<file path="config.mk">
export PLATFORM = sky130hd
export DESIGN_NAME = cell_frame_writer
export DESIGN_NICKNAME = d
export VERILOG_FILES = /design/src/rtl/cell_frame_writer.sv
export SDC_FILE = /design/constraint.sdc
export NUM_CORES = 1
export LEC_CHECK = 0
export CELL_PAD_IN_SITES_DETAIL_PLACEMENT = 2
export CELL_PAD_IN_SITES_GLOBAL_PLACEMENT = 2
export CORE_MARGIN = 1
export CORE_UTILIZATION = 30
export CTS_CLUSTER_SIZE = 24
export DETAILED_ROUTE_END_ITERATION = 6
export PLACE_DENSITY = 0.82
export SLEW_MARGIN = 15
export SYNTH_ARGS = -nofsm -noshare
export SYNTH_HDL_FRONTEND = slang
export SYNTH_SLANG_ARGS = --single-unit
</file>
<file path="constraint.sdc">
create_clock -name clk -period 3.55 [get_ports clk]
set_input_delay 1.065 -clock clk [delete_from_list [all_inputs] [get_ports clk]]
set_output_delay 1.065 -clock clk [all_outputs]
set_load 0.02 [all_outputs]
</file>
<file path="src/rtl/cell_frame_writer.sv">
`default_nettype none
// ============================================================================
// Module   : cell_frame_writer
// Purpose  : Packs a raster-order cell stream LSB-first into RAM words and
//            writes them to the back bank of a double-buffered cell RAM.
// Revision : 1.0 - initial release
// ============================================================================
module cell_frame_writer #(
  parameter int P_PARAM_N  = 16,
  parameter int P_PARAM_M  = 16,
  parameter int BLOCK_LEN  = 32,
  parameter int ADDR_WIDTH = 16
) (
  input  logic                  clk,
  input  logic                  reset,
  input  logic                  start,
  input  logic                  cell_valid,
  input  logic                  cell_live,
  output logic                  cell_ready,
  output logic                  wr_en,
  output logic [ADDR_WIDTH-1:0] wr_addr,
  output logic [BLOCK_LEN-1:0]  wr_data,
  input  logic                  wr_ready,
  output logic                  busy,
  output logic                  frame_done,
  output logic                  display_bank
);

  localparam int TOTAL  = P_PARAM_N * P_PARAM_M;
  localparam int WORDS  = (TOTAL + BLOCK_LEN - 1) / BLOCK_LEN;
  localparam int BIT_W  = $clog2(BLOCK_LEN);
  localparam int CELL_W = (TOTAL > 1) ? $clog2(TOTAL) : 1;
  localparam int WORD_W = (WORDS > 1) ? $clog2(WORDS) : 1;

  typedef enum logic [1:0] {
    S_IDLE  = 2'd0,
    S_FILL  = 2'd1,
    S_WRITE = 2'd2,
    S_DONE  = 2'd3
  } state_t;

  state_t                  state;
  logic [BIT_W-1:0]        bitcnt;
  logic [CELL_W-1:0]       cellcnt;
  logic [WORD_W-1:0]       wordcnt;
  logic [BLOCK_LEN-1:0]    pack;
  logic                    write_bank;
  logic [BLOCK_LEN-1:0]    pack_next;
  logic [ADDR_WIDTH-1:0]   base_addr;
  logic                    word_full;

  always_comb begin
    pack_next         = pack;
    pack_next[bitcnt] = cell_live;
    base_addr         = write_bank ? ADDR_WIDTH'(WORDS) : '0;
    word_full         = (bitcnt == BIT_W'(BLOCK_LEN - 1)) ||
                        (cellcnt == CELL_W'(TOTAL - 1));
  end

  always_ff @(posedge clk) begin
    if (reset) begin
      state        <= S_IDLE;
      bitcnt       <= '0;
      cellcnt      <= '0;
      wordcnt      <= '0;
      pack         <= '0;
      write_bank   <= 1'b0;
      cell_ready   <= 1'b0;
      wr_en        <= 1'b0;
      wr_addr      <= '0;
      wr_data      <= '0;
      busy         <= 1'b0;
      frame_done   <= 1'b0;
      display_bank <= 1'b0;
    end else begin
      case (state)
        S_IDLE: begin
          if (start) begin
            state      <= S_FILL;
            write_bank <= ~display_bank;
            bitcnt     <= '0;
            cellcnt    <= '0;
            wordcnt    <= '0;
            pack       <= '0;
            cell_ready <= 1'b1;
            busy       <= 1'b1;
          end
        end
        S_FILL: begin
          if (cell_valid && cell_ready) begin
            pack    <= pack_next;
            bitcnt  <= bitcnt + BIT_W'(1);
            cellcnt <= cellcnt + CELL_W'(1);
            // Capture the word including the bit accepted on this cycle.
            if (word_full) begin
              state      <= S_WRITE;
              cell_ready <= 1'b0;
              wr_en      <= 1'b1;
              wr_addr    <= base_addr + ADDR_WIDTH'(wordcnt);
              wr_data    <= pack_next;
            end
          end
        end
        S_WRITE: begin
          if (wr_ready) begin
            wr_en   <= 1'b0;
            pack    <= '0;
            bitcnt  <= '0;
            wordcnt <= wordcnt + WORD_W'(1);
            if (wordcnt == WORD_W'(WORDS - 1)) begin
              state        <= S_DONE;
              frame_done   <= 1'b1;
              busy         <= 1'b0;
              display_bank <= write_bank;
            end else begin
              state      <= S_FILL;
              cell_ready <= 1'b1;
            end
          end
        end
        S_DONE: begin
          frame_done <= 1'b0;
          state      <= S_IDLE;
        end
        default: state <= S_IDLE;
      endcase
    end
  end

endmodule
`default_nettype wire

</file>
==> results.py <==
metrics = {
    "power_and_ir_drop": {
        "p_per_area_nw_per_um2": 440,
        "peakVddDrop_v": 0.000250,
        "leakagePower_nw": 1.56,
        "p_total_mw": 2.18,
    },
    "floorplan": {
        "rows": 42,
        "core_area_um2": 13300,
        "die_w_um": 119,
        "io_pins": 59,
        "die_h_um": 119,
        "start_util_pct": 31.0,
        "dieArea_um2": 14200,
    },
    "cells_and_area": {
        "drive_gt1_share_pct": 8.39,
        "fillers": 1452,
        "final_nets": 474,
        "area_growth_pct": 20.3,
        "diodes": 0,
    },
    "synth": {
        "synth-edff-count": 0,
        "synth_most_common_cell": "dfxtp_1",
        "synth_top_area_share_pct": 44.7,
        "synth_cells": 435,
        "synth_top_area_cell": "dfxtp_1",
        "synthTopCellsByCount": "dfxtp_1, a21oi_1, nor2_1",
        "synth.distinct_cells": 44,
        "netlist_area_um2": 4120,
        "async_reset_ff_share_pct": 0,
        "ys_ff_latch": 92,
        "synthFlopType": "dfxtp_1",
        "synth_area_per_cell_um2": 9.47,
        "ys_seq_area_share_pct": 44.7,
        "ys_warn_count": 0,
        "synthTopCellsByArea": "dfxtp_1, mux2i_1, o2bb2ai_1",
    },
    "drt": {
        "firstDrtPassIters": 4,
        "drt_iter0_drc": 167,
        "ant_nets": 0,
        "wl_per_cell_um": 18.2,
        "via_per_inst": 5.26,
        "routed_wl_mm": 11.7,
        "drc": 0,
        "vias": 3372,
    },
    "global_routing": {
        "antenna_found_initial": 0,
        "grt_pass1_vias": 3644,
        "grt_pass1_wl_mm": 19.2,
        "grt_overflow": 0,
        "grt_max_degree": 36,
        "grt_use_total_pct": 17.3,
    },
    "sta": {
        "setup_tns_ps": 0,
        "slew_viol_final": 0,
        "hold_violations": 0,
        "fin_crit_sh_pct": 75.6,
        "final.min_clock_period_ps": 2680,
        "skew_ps": 9.45,
        "finalSetupViolations": 0,
        "max_freq_mhz": 373,
        "rsz0062_at_grt": "no",
        "worst_pin_slew_ps": 959,
        "max_slew_margin_pct": 36.0,
    },
    "run_status": {
        "status": "finished, final reports clean",
    },
    "hold_path": {
        "hold_end": "pack[24]",
        "hold_path_depth": 1,
        "hp-start": "pack[24]",
        "min_path_type": "register to register",
    },
    "placement": {
        "dpl.hpwl_mm": 7.88,
        "place_congestion": 0.771,
        "io_buffers": 46,
    },
    "cts": {
        "cts.repair.resized": 0,
        "cts_buffer_depth": 2,
        "h-tree-depth": 3,
        "cts.sink_count": 92,
        "cts_tree": "done",
        "postCtsSetupRepairBufs": 0,
        "cts-root-buf": "clkbuf_16",
        "cts_made_buffers": 9,
        "cts_hold_buf": 0,
        "insertion_delay_ps": 350,
        "clk_pin_slew_ps": 70,
    },
    "setup_path": {
        "crit_slowest_cell": "clkdlybuf4s50_1",
        "cp.arrival_ps": 2930,
        "r2r_slack_ps": 1060,
        "worstPathRequired_ps": 3790,
        "reg2regPathDepth": 6,
        "worst_path_largest_cell_delay_ps": 520,
        "r2r_end": "wr_data[26]",
        "worstSetupStartpointType": "primary input",
        "endpoint_kind": "register",
        "path_cells": "clkdlybuf4s50_1, nand2b_1, a21oi_1, nor3_4, buf_4, mux2_2",
        "cp_max_fo": 35,
        "cp_num_cells": 6,
        "rr_startpoint": "cellcnt[0]",
        "crit_family": "buffers and inverters",
        "path_class": "primary input to register",
        "path_buf_inv": 2,
    },
    "run": {
        "cap_violations": 0,
    },
}
==> placed cells by master, fill, tap and decap left out, drive strengths merged, types with 4 or more instances in the layout <==
cell           netlist  routed
a211oi              37      37
a21bo                4       4
a21oi               50      50
buf                 33       9
clkbuf              18      10
clkdlybuf4s50        0      45
conb                 1      12
dfxtp               92      92
ha                   8       8
inv                  8       8
mux2i               32      32
nand2               10      10
nand2b               9       9
nand3               10      10
nand4                6       6
nor2                40      40
o21ai                6       6
o2bb2ai             32      32
xnor2                4       4
==> kinds of logic after synthesis <==
kind of cell	share of synthesized area, %
buffers and inverters	7.38
adder cells (fa/ha/maj)	2.43
XOR/XNOR	0.850
AO/OA/AOI/OAI	24.7
flip-flops	44.7
multiplexers	8.32
AND/OR/NAND/NOR	11.6
other	0.0910
==> worst max-delay path by stage <==
stage / endpoint / start
floorplan: pack[0] / reset
CTS: bitcnt[0] / start
global route: bitcnt[0] / start
global placement: bitcnt[0] / start
finish: bitcnt[0] / start
detailed placement: bitcnt[0] / start
==> where the power goes <==
| group | internal [mW] | total, mW | switching, mW |
|---|---|---|---|
| combinational | 0.0241 | 0.0940 | 0.0699 |
| sequential | 1.04 | 1.04 | 0.00738 |
| clock | 0.634 | 1.04 | 0.410 |
| total | 1.70 | 2.18 | 0.488 |
==> final cells by class <==
type	instances	area [um2]	area share [%]
Tap cell	176	220	4.44
Inverter	8	30.0	0.606
Multi-Input combinational cell	295	2020	40.8
Clock buffer	10	239	4.82
Clock inverter	6	87.6	1.77
Sequential cell	92	1840	37.2
Timing Repair Buffer	54	515	10.4
==> layer usage <==
layer,GRT usage [%],up-vias,share of wire (%),routed length [um]
li1,-,1616,-,-
met1,20.1,1691,43,5040
met2,31.1,52,53,6130
met3,4.07,13,2.8,325
met4,5.38,0,1.5,181
met5,0,-,0,0
==> stage by stage <==
step / hold WS [ps] / std cells / utilization (%) / cell area, um2 / setup WS (ps)
detailed placement: 446 / 625 / 34.8 / 4630 / 529
floorplan: 432 / 446 / - / 4160 / 1420
finish: 461 / 641 / 37.3 / 4960 / 868
global route: 486 / 641 / 37.3 / 4960 / 737
CTS: 465 / 641 / 37.3 / 4960 / 881
global placement: 443 / 625 / 34.8 / 4630 / 619
==> registers in the layout, summed over array words and instances, names as in the netlist, 2 cells and up <==
name     cells
cellcnt      8
pack        32
wr_data     32
state        2
bitcnt       5
wr_addr      4
wordcnt      3
(Power assumes the default switching activity.)
